===== src/rtl/letc_core_decode_pkg.sv =====
// Shared types for the LETC RV32I decode stage: opcodes, formats, rd sources,
// the decoded bundle and the immediate sign-extension helper.
package letc_core_decode_pkg;

    localparam int unsigned INSTR_WIDTH = 32;
    localparam int unsigned IMM_WIDTH   = 32;
    localparam int unsigned REG_IDX_W   = 5;

    typedef logic [IMM_WIDTH-1:0] imm_t;

    // Major opcode, instr[6:2]
    typedef enum logic [4:0] {
        OPCODE_LOAD      = 5'b00000,
        OPCODE_LOAD_FP   = 5'b00001,
        OPCODE_CUSTOM_0  = 5'b00010,
        OPCODE_MISC_MEM  = 5'b00011,
        OPCODE_OP_IMM    = 5'b00100,
        OPCODE_AUIPC     = 5'b00101,
        OPCODE_OP_IMM_32 = 5'b00110,
        OPCODE_STORE     = 5'b01000,
        OPCODE_STORE_FP  = 5'b01001,
        OPCODE_CUSTOM_1  = 5'b01010,
        OPCODE_AMO       = 5'b01011,
        OPCODE_OP        = 5'b01100,
        OPCODE_LUI       = 5'b01101,
        OPCODE_OP_32     = 5'b01110,
        OPCODE_MADD      = 5'b10000,
        OPCODE_MSUB      = 5'b10001,
        OPCODE_NMSUB     = 5'b10010,
        OPCODE_NMADD     = 5'b10011,
        OPCODE_OP_FP     = 5'b10100,
        OPCODE_RESERVED_1 = 5'b10101,
        OPCODE_CUSTOM_2  = 5'b10110,
        OPCODE_BRANCH    = 5'b11000,
        OPCODE_JALR      = 5'b11001,
        OPCODE_RESERVED_2 = 5'b11010,
        OPCODE_JAL       = 5'b11011,
        OPCODE_SYSTEM    = 5'b11100,
        OPCODE_RESERVED_3 = 5'b11101,
        OPCODE_CUSTOM_3  = 5'b11110
    } opcode_e;

    typedef enum logic [2:0] {
        INSTR_FORMAT_R    = 3'd0,
        INSTR_FORMAT_I    = 3'd1,
        INSTR_FORMAT_S    = 3'd2,
        INSTR_FORMAT_B    = 3'd3,
        INSTR_FORMAT_U    = 3'd4,
        INSTR_FORMAT_J    = 3'd5,
        INSTR_FORMAT_UIMM = 3'd6
    } instr_format_e;

    typedef enum logic [1:0] {
        RD_FROM_ALU_RESULT  = 2'd0,
        RD_FROM_MEM_LOAD    = 2'd1,
        RD_FROM_NEXT_SEQ_PC = 2'd2,
        RD_FROM_CSR         = 2'd3
    } rd_src_e;

    typedef struct packed {
        opcode_e                opcode;
        instr_format_e          format;
        rd_src_e                rd_src;
        logic [REG_IDX_W-1:0]   rd_idx;
        logic [REG_IDX_W-1:0]   rs1_idx;
        logic [REG_IDX_W-1:0]   rs2_idx;
        logic [2:0]             funct3;
        logic [6:0]             funct7;
        imm_t                   imm;
        logic                   rd_we;
        logic                   illegal;
    } decoded_instr_s;

    // Replicate bit sign_bit of raw into every higher bit
    function automatic imm_t sext_imm(input imm_t raw, input int unsigned sign_bit);
        imm_t w_shl;
        w_shl = raw << (IMM_WIDTH - 1 - sign_bit);
        return imm_t'($signed(w_shl) >>> (IMM_WIDTH - 1 - sign_bit));
    endfunction

endpackage


===== src/rtl/letc_core_decode_comb.sv =====
// Purely combinational RV32I instruction decoder: instruction word -> decoded bundle.
// Optional illegal-encoding check enabled by LETC_CORE_DECODE_ILLEGAL_CHECK_EN.
module letc_core_decode_comb
    import letc_core_decode_pkg::*;
(
    input  logic [INSTR_WIDTH-1:0] i_instr,
    output decoded_instr_s         o_decoded
);

    opcode_e        w_opcode;
    logic [2:0]     w_funct3;
    logic [4:0]     w_rd_idx;
    instr_format_e  w_format;
    imm_t           w_imm;
    rd_src_e        w_rd_src;
    logic           w_rd_we_base;
    logic           w_illegal;

    assign w_opcode = opcode_e'(i_instr[6:2]);
    assign w_funct3 = i_instr[14:12];
    assign w_rd_idx = i_instr[11:7];

    // Instruction format from the major opcode
    always_comb begin
        w_format = INSTR_FORMAT_R;
        case (w_opcode)
            OPCODE_LOAD, OPCODE_LOAD_FP, OPCODE_OP_IMM, OPCODE_JALR:
                w_format = INSTR_FORMAT_I;
            OPCODE_SYSTEM:
                w_format = w_funct3[2] ? INSTR_FORMAT_UIMM : INSTR_FORMAT_I;
            OPCODE_STORE:
                w_format = INSTR_FORMAT_S;
            OPCODE_BRANCH:
                w_format = INSTR_FORMAT_B;
            OPCODE_LUI, OPCODE_AUIPC:
                w_format = INSTR_FORMAT_U;
            OPCODE_JAL:
                w_format = INSTR_FORMAT_J;
            default:
                w_format = INSTR_FORMAT_R;
        endcase
    end

    // Immediate assembly per format
    always_comb begin
        w_imm = '0;
        case (w_format)
            INSTR_FORMAT_I:
                w_imm = sext_imm(imm_t'(i_instr[31:20]), 11);
            INSTR_FORMAT_S:
                w_imm = sext_imm(imm_t'({i_instr[31:25], i_instr[11:7]}), 11);
            INSTR_FORMAT_B:
                w_imm = sext_imm(imm_t'({i_instr[31], i_instr[7], i_instr[30:25],
                                         i_instr[11:8], 1'b0}), 12);
            INSTR_FORMAT_U:
                w_imm = {i_instr[31:12], 12'h000};
            INSTR_FORMAT_J:
                w_imm = sext_imm(imm_t'({i_instr[31], i_instr[19:12], i_instr[20],
                                         i_instr[30:21], 1'b0}), 20);
            INSTR_FORMAT_UIMM:
                w_imm = imm_t'(i_instr[19:15]);
            default:
                w_imm = '0;
        endcase
    end

    // Where the rd write data comes from, and whether the opcode writes rd at all
    always_comb begin
        w_rd_src     = RD_FROM_ALU_RESULT;
        w_rd_we_base = 1'b1;
        case (w_opcode)
            OPCODE_LOAD:
                w_rd_src = RD_FROM_MEM_LOAD;
            OPCODE_JAL, OPCODE_JALR:
                w_rd_src = RD_FROM_NEXT_SEQ_PC;
            OPCODE_SYSTEM: begin
                if (w_funct3 != 3'd0) begin
                    w_rd_src = RD_FROM_CSR;
                end else begin
                    w_rd_we_base = 1'b0;
                end
            end
            OPCODE_STORE, OPCODE_BRANCH, OPCODE_MISC_MEM:
                w_rd_we_base = 1'b0;
            default: begin
                w_rd_src     = RD_FROM_ALU_RESULT;
                w_rd_we_base = 1'b1;
            end
        endcase
    end

`ifdef LETC_CORE_DECODE_ILLEGAL_CHECK_EN
    logic w_legal_opcode;

    // Opcodes this core implements
    always_comb begin
        w_legal_opcode = 1'b0;
        case (w_opcode)
            OPCODE_LOAD, OPCODE_MISC_MEM, OPCODE_OP_IMM, OPCODE_AUIPC,
            OPCODE_STORE, OPCODE_AMO, OPCODE_OP, OPCODE_LUI,
            OPCODE_BRANCH, OPCODE_JALR, OPCODE_JAL, OPCODE_SYSTEM:
                w_legal_opcode = 1'b1;
            default:
                w_legal_opcode = 1'b0;
        endcase
    end

    assign w_illegal = (i_instr[1:0] != 2'b11) || !w_legal_opcode;
`else
    // Length bits are only inspected by the illegal check
    logic [1:0] w_unused_lsbs;
    assign w_unused_lsbs = i_instr[1:0];
    assign w_illegal     = 1'b0;
`endif

    // Pack the bundle; an illegal encoding never writes rd
    always_comb begin
        o_decoded         = '0;
        o_decoded.opcode  = w_opcode;
        o_decoded.format  = w_format;
        o_decoded.rd_src  = w_rd_src;
        o_decoded.rd_idx  = w_rd_idx;
        o_decoded.rs1_idx = i_instr[19:15];
        o_decoded.rs2_idx = i_instr[24:20];
        o_decoded.funct3  = w_funct3;
        o_decoded.funct7  = i_instr[31:25];
        o_decoded.imm     = w_imm;
        o_decoded.rd_we   = w_rd_we_base && (w_rd_idx != 5'd0) && !w_illegal;
        o_decoded.illegal = w_illegal;
    end

endmodule


===== src/rtl/letc_core_decode.sv =====
// LETC core decode stage: decodes on the input side and holds results in a
// main/skid register pair so o_f_ready is a flop. Optional illegal-encoding
// flag controlled by LETC_CORE_DECODE_ILLEGAL_CHECK_EN.
module letc_core_decode
    import letc_core_decode_pkg::*;
#(
    parameter int unsigned PC_WIDTH = 32
) (
    input  logic                   i_clk,
    input  logic                   i_rst_n,
    input  logic                   i_flush,
    input  logic                   i_f_valid,
    output logic                   o_f_ready,
    input  logic [INSTR_WIDTH-1:0] i_f_instr,
    input  logic [PC_WIDTH-1:0]    i_f_pc,
    output logic                   o_d_valid,
    input  logic                   i_d_ready,
    output logic [PC_WIDTH-1:0]    o_d_pc,
    output opcode_e                o_d_opcode,
    output instr_format_e          o_d_format,
    output rd_src_e                o_d_rd_src,
    output logic [REG_IDX_W-1:0]   o_d_rd_idx,
    output logic [REG_IDX_W-1:0]   o_d_rs1_idx,
    output logic [REG_IDX_W-1:0]   o_d_rs2_idx,
    output logic [2:0]             o_d_funct3,
    output logic [6:0]             o_d_funct7,
    output imm_t                   o_d_imm,
    output logic                   o_d_rd_we,
    output logic                   o_d_illegal
);

    localparam logic [1:0] ST_EMPTY = 2'b00;
    localparam logic [1:0] ST_FULL  = 2'b01;
    localparam logic [1:0] ST_SKID  = 2'b10;

    logic [1:0]          r_state;
    logic [1:0]          w_state_next;
    logic                r_f_ready;
    logic                r_d_valid;
    decoded_instr_s      w_dec;
    decoded_instr_s      r_main;
    decoded_instr_s      r_skid;
    logic [PC_WIDTH-1:0] r_main_pc;
    logic [PC_WIDTH-1:0] r_skid_pc;
    logic                w_in;
    logic                w_out;
    logic                w_load_main_in;
    logic                w_load_main_skid;
    logic                w_load_skid;

    letc_core_decode_comb u_comb (
        .i_instr   (i_f_instr),
        .o_decoded (w_dec)
    );

    assign w_in  = i_f_valid && r_f_ready;
    assign w_out = r_d_valid && i_d_ready;

    // Buffer next-state and register load enables; flush overrides everything
    always_comb begin
        w_state_next     = r_state;
        w_load_main_in   = 1'b0;
        w_load_main_skid = 1'b0;
        w_load_skid      = 1'b0;
        if (i_flush) begin
            w_state_next = ST_EMPTY;
        end else begin
            case (r_state)
                ST_EMPTY: begin
                    if (w_in) begin
                        w_state_next   = ST_FULL;
                        w_load_main_in = 1'b1;
                    end
                end
                ST_FULL: begin
                    if (w_in && w_out) begin
                        w_load_main_in = 1'b1;
                    end else if (w_in) begin
                        w_state_next = ST_SKID;
                        w_load_skid  = 1'b1;
                    end else if (w_out) begin
                        w_state_next = ST_EMPTY;
                    end
                end
                ST_SKID: begin
                    if (w_out) begin
                        w_state_next     = ST_FULL;
                        w_load_main_skid = 1'b1;
                    end
                end
                default: begin
                    w_state_next = ST_EMPTY;
                end
            endcase
        end
    end

    // State register plus registered handshake outputs
    always_ff @(posedge i_clk or negedge i_rst_n) begin
        if (!i_rst_n) begin
            r_state   <= ST_EMPTY;
            r_f_ready <= 1'b1;
            r_d_valid <= 1'b0;
        end else begin
            r_state   <= w_state_next;
            r_f_ready <= (w_state_next != ST_SKID);
            r_d_valid <= (w_state_next != ST_EMPTY);
        end
    end

    // Main (output) entry: new input or promoted skid entry
    always_ff @(posedge i_clk or negedge i_rst_n) begin
        if (!i_rst_n) begin
            r_main    <= '0;
            r_main_pc <= '0;
        end else if (w_load_main_in) begin
            r_main    <= w_dec;
            r_main_pc <= i_f_pc;
        end else if (w_load_main_skid) begin
            r_main    <= r_skid;
            r_main_pc <= r_skid_pc;
        end
    end

    // Skid entry: catches the input arriving while the output is stalled
    always_ff @(posedge i_clk or negedge i_rst_n) begin
        if (!i_rst_n) begin
            r_skid    <= '0;
            r_skid_pc <= '0;
        end else if (w_load_skid) begin
            r_skid    <= w_dec;
            r_skid_pc <= i_f_pc;
        end
    end

    assign o_f_ready   = r_f_ready;
    assign o_d_valid   = r_d_valid;
    assign o_d_pc      = r_main_pc;
    assign o_d_opcode  = r_main.opcode;
    assign o_d_format  = r_main.format;
    assign o_d_rd_src  = r_main.rd_src;
    assign o_d_rd_idx  = r_main.rd_idx;
    assign o_d_rs1_idx = r_main.rs1_idx;
    assign o_d_rs2_idx = r_main.rs2_idx;
    assign o_d_funct3  = r_main.funct3;
    assign o_d_funct7  = r_main.funct7;
    assign o_d_imm     = r_main.imm;
    assign o_d_rd_we   = r_main.rd_we;
    assign o_d_illegal = r_main.illegal;

endmodule


===== config.mk =====
export PLATFORM = sky130hd
export DESIGN_NAME = letc_core_decode
export DESIGN_NICKNAME = d
export VERILOG_FILES = /design/src/rtl/letc_core_decode_pkg.sv /design/src/rtl/letc_core_decode_comb.sv /design/src/rtl/letc_core_decode.sv
export SDC_FILE = /design/constraint.sdc
export NUM_CORES = 1
export LEC_CHECK = 0
export CORE_ASPECT_RATIO = 0.8
export CORE_UTILIZATION = 48
export DETAILED_ROUTE_END_ITERATION = 8
export GPL_TIMING_DRIVEN = 0
export HOLD_SLACK_MARGIN = 0.02
export PLACE_DENSITY = 0.75
export SYNTH_ARGS = -nofsm -noshare
export SYNTH_HDL_FRONTEND = slang
export SYNTH_HIERARCHICAL = 1
export SYNTH_SLANG_ARGS = --single-unit

===== constraint.sdc =====
create_clock -name i_clk -period 1.7 [get_ports i_clk]
set_input_delay 0.51 -clock i_clk [delete_from_list [all_inputs] [get_ports i_clk]]
set_output_delay 0.51 -clock i_clk [all_outputs]
set_load 0.05 [all_outputs]

* After elaboration in Yosys (flattened, before gate mapping)
Index checks and enable logic that the tools add are counted.
W data, S select, Z words.
** Operators by class
- Add/subtract/negate cells :: 0
- $mul :: 0
- Divide/modulo/power cells :: 0
- Order comparisons :: 0
- Eq/ne operators :: 19
- Shifts and indexed selects :: 0
- Mux-type cells :: 28
- Bitwise gates (word level) :: 0
- Reductions and logical operators :: 14
** Operators by type and width (number)
- $pmux W32 S6 :: 1
- $mux W69 :: 2
- $mux W32 :: 2
- $eq A5 B5 Y1 const B :: 4
- $pmux W3 S6 :: 1
- $mux W2 :: 7
- $pmux W2 S3 :: 2
- $eq A5 B3 Y1 const B :: 2
- $eq A5 B4 Y1 const B :: 2
- $mux W1 :: 10
- $eq A3 B3 Y1 const B :: 3
- $eq A3 B2 Y1 const B :: 2
- $eq A5 B1 Y1 const B :: 1
- $eq A5 B2 Y1 const B :: 1
- $logic_not A5 Y1 :: 1
- $reduce_bool A5 Y1 :: 1
- $logic_and A1 B1 Y1 :: 4
- $pmux W1 S2 :: 2
- $reduce_bool A2 Y1 :: 2
- $reduce_or A2 Y1 :: 2
- $reduce_or A4 Y1 :: 1
- $eq A3 B1 Y1 const B :: 1
- $mux W3 :: 1
- $reduce_bool A3 Y1 :: 1
- other kinds (5) :: 5
** Storage, ports and cells
- Flip-flop bits (word level) :: 205
- Latch bits :: 0
- RAM bits :: 0
- ROM bits :: 0
- Input bits :: 69
- Output and inout bits :: 103
- Logic and storage cells :: 87
- Memories kept :: 0

* Logic depth before layout (Yosys ltp)
Gate-level depths: netlist of the first run.
- Word-level depth :: 7
- Depth in mapped cells :: 8

* Hierarchy
The synthesis of the first run kept the hierarchy.
** By module, submodules not included
- letc_core_decode :: instances 1, cells each 594, area each 9152.5 um^2, seq. area each 5156.2 um^2
- letc_core_decode_comb :: instances 1, cells each 165, area each 988.4 um^2, seq. area each 0.0 um^2

* Least setup slack after synthesis of the first run
OpenSTA, ideal clock, no wires.
- Path kind :: input to register
- Start point :: input port i_f_instr[3]
- End point :: register r_main (netlist bit o_d_imm[1])
- Library setup time :: 0.121 ns
- Arrival time :: 1.862 ns
- Data required time :: 1.579 ns
- Slack :: -0.283 ns
- Stages :: 8
- Buffers on the path :: 2
- Path through :: buf_2 > nor2_1 > and3_1 > clkbuf_2 > a22oi_1 > o21ai_0 > o32a_1 > o22a_1
** RTL lines
- from (decl) :: RTL line letc_core_decode.sv:14 : input logic [INSTR_WIDTH-1:0] i_f_instr,
- to (signal assigned) :: RTL line letc_core_decode.sv:117 : r_main <= w_dec;
- to (signal assigned) :: RTL line letc_core_decode.sv:120 : r_main <= r_skid;
- to (decl) :: RTL line letc_core_decode.sv:41 : decoded_instr_s r_main;

* Final worst setup path of the first run
- Start point :: register r_f_ready, in the netlist o_f_ready
- End point :: register r_skid[44] (netlist name)
** On the way
- Longest elaborated chain between the ends :: 5
- Elaborated cells between the ends (all ways) :: 6
- Those cells by class :: mux: 4; reduce/logical: 2
** RTL lines
- from (decl) :: RTL line letc_core_decode.sv:38 : logic r_f_ready;
- from (signal assigned) :: RTL line letc_core_decode.sv:106 : r_f_ready <= (w_state_next != ST_SKID);
- $logic_and A1 B1 Y1 (*) :: RTL line letc_core_decode.sv:56 : assign w_in = i_f_valid && r_f_ready;
- $mux W1 / $logic_and A1 B1 Y1 (equally long branches) :: RTL line letc_core_decode.sv:78, letc_core_decode.sv:76
- $mux W1 (*) :: RTL line letc_core_decode.sv:76 : if (w_in && w_out) begin
- $mux W1 (*) :: RTL line letc_core_decode.sv:68 : case (r_state)
- $mux W1 (*) :: RTL line letc_core_decode.sv:65 : if (i_flush) begin
- to (signal assigned) :: RTL line letc_core_decode.sv:131 : r_skid <= w_dec;
- to (decl) :: RTL line letc_core_decode.sv:42 : decoded_instr_s r_skid;
Every way passes the cells marked *; elsewhere a longest branch is shown, timed or not.
A chain may end at the register's enable or synchronous reset.

==> results of run 1 <==
## synthesized netlist by cell type (all sizes together), types with 4 or more instances
| library cell | n |
|---|---|
| clkbuf | 17 |
| a21oi | 23 |
| and3 | 4 |
| nand2b | 4 |
| o32a | 101 |
| dfrtp | 205 |
| o21ai | 19 |
| a21boi | 4 |
| nand2 | 26 |
| buf | 91 |
| nor2b | 8 |
| o22a | 101 |
| mux2 | 101 |
| nor2 | 7 |
| inv | 8 |
| a22oi | 5 |
## flip-flops by register name, summed over array words and instances, names as in the netlist, 3 cells and up
| register | cells |
|---|---|
| r_skid | 69 |
| o_d_funct3 | 3 |
| r_skid_pc | 32 |
| o_d_opcode | 5 |
| o_d_pc | 32 |
| o_d_format | 3 |
| o_d_rs2_idx | 5 |
| o_d_rd_idx | 5 |
| o_d_imm | 32 |
| o_d_rs1_idx | 5 |
| o_d_funct7 | 7 |
## kinds of logic (layout without fill, tap and decap cells)
logic type,Yosys count,in the layout,share of synthesized area
AOI/OAI and AO/OA,264,264,0.227
DFF,206,206,0.508
buffers and inverters,116,347,0.0779
muxes,101,101,0.145
and+or+nand+nor,69,69,0.0389
xor gates and xnor gates,2,2,0.00173
other,1,2,0.000370
## cell type report
| cell class | instances | area, um^2 |
|---|---|---|
| Fill cell | 1591 | 7300 |
| Sequential cell | 206 | 5160 |
| Multi-Input combinational cell | 437 | 4420 |
| Timing Repair Buffer | 195 | 1680 |
| Buffer | 106 | 1020 |
| Clock buffer | 26 | 607 |
| Tap cell | 269 | 337 |
| Clock inverter | 12 | 145 |
| Inverter | 8 | 30.0 |
| Antenna cell | 1 | 2.50 |
## power by group
group          internal (W)  switching [W]
clock network       0.00300        0.00202
registers           0.00664        0.00103
logic               0.00340        0.00456
## how the worst max path moves through the flow
| stage | slack, ns | endpoint | startpoint |
|---|---|---|---|
| 5_1_grt | -0.17 | r_skid[54] | o_f_ready |
| 3_3_place_gp | -9.35 | o_d_valid | i_rst_n |
| 2_1_floorplan | -0.19 | o_d_rd_we | i_f_instr[5] |
| 3_5_place_dp | -1.07 | o_d_rd_we | i_f_instr[4] |
| 4_1_cts | -0.14 | o_f_ready | o_f_ready |
| 6_report | -0.12 | r_skid[44] | o_f_ready |
## metal layers
layer  vias up  global-route usage  share of wire
met5         -                   0              0
met4         0              0.0688          0.020
met3        46              0.0488          0.061
met2       278               0.372           0.44
met1      3957               0.400           0.48
li1       3365                   -              -
## what timing repair did
action	CTS	global route
setup endpoints to repair	294	209
resized for setup	606	55
gates cloned	4	9
pin swaps	23	25
hold buffers	0	0
setup buffers	6	7
## per-stage QoR
stage / total power, W / setup WS (ns) / cell area (um^2) / util / hold slack (ns)
floorplan: 0.0133 / -0.187 / 10300 / - / 0.214
global placement: 0.0158 / -9.35 / 12300 / 0.596 / 0.488
detailed placement: 0.0159 / -1.07 / 12400 / 0.597 / 0.494
CTS: 0.0205 / -0.140 / 13000 / 0.626 / 0.123
global route: 0.0215 / -0.172 / 13400 / 0.647 / 0.163
finish: 0.0207 / -0.122 / 13400 / 0.648 / 0.0868
==> impl_metrics.ini, run 1 <==
[yosys]
synth_edf_count = 0
syn-instance-count = 759
ys_types = 52
syn-num-nets = 828
synth-main-ff-cell = dfrtp_1
synthTopCellsByArea = dfrtp_1, mux2_4, o32a_1, o22a_1, buf_4
synth-seq-area-share = 0.508
synth.cell_area_um2 = 10100
synth_top_area_frac = 0.506
yosysWarnings = 6
ys_seq_elements = 206
async_flop_share = 1.00
syn_area_per_cell_um2 = 13.4
yosys.area.top_type = dfrtp_1

[floorplan]
die_x_um = 165
dieArea_um2 = 21700
ios = 172
coreArea_um2 = 20700
die_h_um = 132
rows = 47
initial_core_util = 0.490

[power_and_ir_drop]
p_leak_nw = 6.07
p_per_area_nw_per_um2 = 1540
ir_drop_mv = 0.915

[routing]
vias = 7646
drt-total-wl_um = 28900
drt_iter0_markers = 635
routedWlPerCell_um = 22.9
via_per_inst = 6.07
ant_nets = 0
drc_errors = 0
firstDrtPassIters = 5

[critical_path]
cp.arrival_ns = 2.22
reg2reg_to = r_skid[44]
startpoint_type = register
cp.required_ns = 2.09
end_kind = register
regToRegSetupSlack_ns = -0.12
critical-path-max-stage-delay_ns = 0.65
worst-path-buf-inv = 3
reg2reg_from = o_f_ready
reg2regPathDepth = 6
slowest_stage = dfstp_4
cp_top_family = flip-flops
crit_chain = and2_4 > nand4b_1 > buf_6 > clkbuf_16 > buf_12 > mux2_4
criticalPathCategory = reg2reg
crit_cells = 6
critPathMaxFanout = 10

[timing]
slew_viol_final = 0
fin_crit_ns = 1.82
max_freq_mhz = 549
tightest_slew_ns = 0.893
fin_ws_ns = -0.122
hold_viol = 0
tns_ns = -15.03
setup_viol_count_final = 188
fin_skew_ns = 0.0182
rsz0062_at_grt = yes
min_period_over_period = 1.07
relSlewSlack = 0.405

[clocking]
clock_latency_ns = 0.51
cts_buffers = 22
cts_tree = yes
clk_path_buf_depth = 3
cts.reportedPaths.clkPinSlew_ns = 0.07
clock-sinks = 206
htreeDepth = 1
root_buffer = clkbuf_16

[layout]
instances_no_fill = 1260
area_growth_pct = 32.2
final_nets = 1045
final_cell_mix = dfrtp_1, buf_2, o32a_1, o22a_1, mux2_4
drive_gt1_frac = 0.424
final_common_cell = dfrtp_1

[worst_hold_path]
hp-class = in2async

[place]
port_buffers = 168
finalWeightedCongestion = 0.866
dp_cells = 1197
hpwl_um = 18600

[flow_run]
cap_violations = 0

[outcome]
outcome = complete, but fails checks
violations = negative setup slack

[global_route]
grt_max_degree = 118
overflow = 0
antenna_found_initial = 0
grt_usage = 0.259
grt_pass1_wl_um = 43900
grt_pass1_vias = 7741
No activity file was read; power rests on OpenSTA's default activity.
==> run 2: changes to the inputs <==
--- a/config.mk
+++ b/config.mk
@@ -10,7 +10,7 @@
 export DETAILED_ROUTE_END_ITERATION = 8
 export GPL_TIMING_DRIVEN = 0
 export HOLD_SLACK_MARGIN = 0.02
-export PLACE_DENSITY = 0.75
+export PLACE_DENSITY = 0.76
 export SYNTH_ARGS = -nofsm -noshare
 export SYNTH_HDL_FRONTEND = slang
 export SYNTH_HIERARCHICAL = 1
==> run 2 against run 1 <==
Compared with the run above:
- sequential share of layout area decreased by 0.24 points
- non-clock buffer count increased by 8
- worst hold slack improved by 0.34 ns
- core utilization rose by 0.40 points
- largest power group unchanged
- the run still ends with negative setup slack left
==> impl_metrics.ini, run 2 (synthesized netlist as in run 1, its figures left out) <==
[outcome]
outcome = complete, but fails checks
violations = negative setup slack

[clocking]
cts.reportedPaths.clkPinSlew_ns = 0.07
htreeDepth = 1
clock_latency_ns = 0.51
clk_path_buf_depth = 3
cts_buffers = 22
root_buffer = clkbuf_16
clock-sinks = 206
cts_tree = yes

[flow_run]
cap_violations = 0

[floorplan]
coreArea_um2 = 20700
rows = 47
dieArea_um2 = 21700
ios = 172
die_h_um = 132
die_x_um = 165
initial_core_util = 0.490

[layout]
drive_gt1_frac = 0.423
post-route-cell-area_um2 = 13500
diodes = 0
final_common_cell = dfrtp_1
largest_reg_flops = 69
area_growth_pct = 33.0
final_cell_mix = dfrtp_1, buf_2, o32a_1, o22a_1, mux2_4
final_util = 0.652
instances_no_fill = 1269
final_nets = 1053
largest_register = r_skid

[worst_hold_path]
hp-class = in2reg
hp-start = i_f_instr[5]
min_path_cells = 3
min_to = r_skid[67]

[critical_path]
cp.required_ns = 2.10
reg2regPathDepth = 5
cp_common_cell = clkbuf_16
critical-path-max-stage-delay_ns = 0.65
criticalPathCategory = reg2reg
critPathMaxFanout = 8
end_kind = register
slowest_stage = dfstp_4
crit_chain = nand3b_4 > clkbuf_16 > clkbuf_16 > o32a_1 > o22a_1
startpoint_type = register
regToRegSetupSlack_ns = -0.15
cp.arrival_ns = 2.25
reg2reg_from = o_f_ready
reg2reg_to = o_d_pc[15]

[routing]
routedWlPerCell_um = 23.0
ant_nets = 0
via_per_inst = 6.05
drc_errors = 0
drt-total-wl_um = 29100
vias = 7675
firstDrtPassIters = 6
drt_iter0_markers = 872

[timing]
rsz0062_at_grt = yes
fin_ws_ns = -0.147
relSlewSlack = 0.605
slew_viol_final = 0
setup_viol_count_final = 184
fin_crit_ns = 1.85
min_period_over_period = 1.09
max_freq_mhz = 541
tightest_slew_ns = 0.592
hold_viol = 0
fin_skew_ns = 0.0178

[power_and_ir_drop]
p_comb_frac = 0.383
p_leak_nw = 6.14
p_per_area_nw_per_um2 = 1540
p_switching_w = 0.00763
p_int_w = 0.0132
pwr-share-clk = 0.249
power_w = 0.0208
seqPwrFrac = 0.368
ir_drop_mv = 0.930
p_sw_frac = 0.367

[global_route]
antenna_found_initial = 0
grt_pass1_vias = 7469
grt_usage = 0.256
overflow = 0
grt_pass1_wl_um = 43200
grt_max_degree = 80

[place]
finalWeightedCongestion = 0.903
place_area_um2 = 12400
dp_cells = 1198
hpwl_um = 18600
port_buffers = 168
run 2: cell count changes in the layout (fill, tap and decap cells not counted), moves of 3 or more:
cell / change
nand2_1: -3
clkbuf_16: +7
nand2_2: +3
o21ai_2: -3
buf_12: +3
buf_4: +3
o21ai_1: +4
buf_16: -3
clkbuf_4: +3
buf_8: -5
clkbuf_8: +3
run 2: how the worst max path moves through the flow:
| stage | startpoint | endpoint | slack, ns |
|---|---|---|---|
| after floorplan | i_f_instr[5] | o_d_rd_we | -0.19 |
| after global placement | i_rst_n | o_d_valid | -9.35 |
| after detailed placement | i_f_instr[2] | o_d_imm[1] | -1.02 |
| after CTS | o_f_ready | o_f_ready | -0.15 |
| after global routing | o_f_ready | r_skid[50] | -0.20 |
| final | o_f_ready | o_d_pc[15] | -0.15 |
run 2: power groups by stage:
stage               clock [W]  combinational, W  sequential [W]
floorplan                   0           0.00315          0.0101
global placement            0           0.00810         0.00765
detailed placement          0           0.00824         0.00770
CTS                   0.00527           0.00767         0.00763
global route          0.00547           0.00835         0.00784
finish                0.00518           0.00798         0.00766
run 2: timing repair:
item,CTS,global route
endpoints found under the hold margin,56,0
pin swaps,6,40
setup endpoints to repair,297,212
gates cloned,0,17
gates resized for setup,593,61
hold buffers,1,0
setup buffers,8,7
run 2: layout make-up:
type / instances / area [um^2]
flip-flops and latches: 206 / 5160
multi-input cells: 437 / 4360
well taps: 269 / 337
repair buffers: 203 / 1780
clock buffers: 30 / 652
clock inverters: 10 / 133
inverters: 8 / 30.0
plain buffers: 106 / 1030
fillers: 1521 / 7210
run 2: metrics by stage:
stage	setup TNS, ns	hold slack (ns)	setup slack (ns)
4_1_cts	-13.02	0.413	-0.147
5_1_grt	-28.62	0.430	-0.195
3_3_place_gp	-1907.19	0.488	-9.35
2_1_floorplan	-7.28	0.214	-0.187
6_report	-20.03	0.431	-0.147
3_5_place_dp	-143.03	0.473	-1.02
run 2: worst max-delay path, delay by kind of cell (launching register included):
kind,cells,cell delay [ns]
DFF,1,0.65
AOI/OAI and AO/OA,2,0.51
buffers and inverters,2,0.40
and+or+nand+nor,1,0.18
run 2: layer usage:
metal,part of all wire,up-vias,global-route usage
met1,0.47,3903,0.399
met4,0.029,0,0.0678
li1,-,3382,-
met5,0,-,0
met3,0.077,58,0.0566
met2,0.43,332,0.358
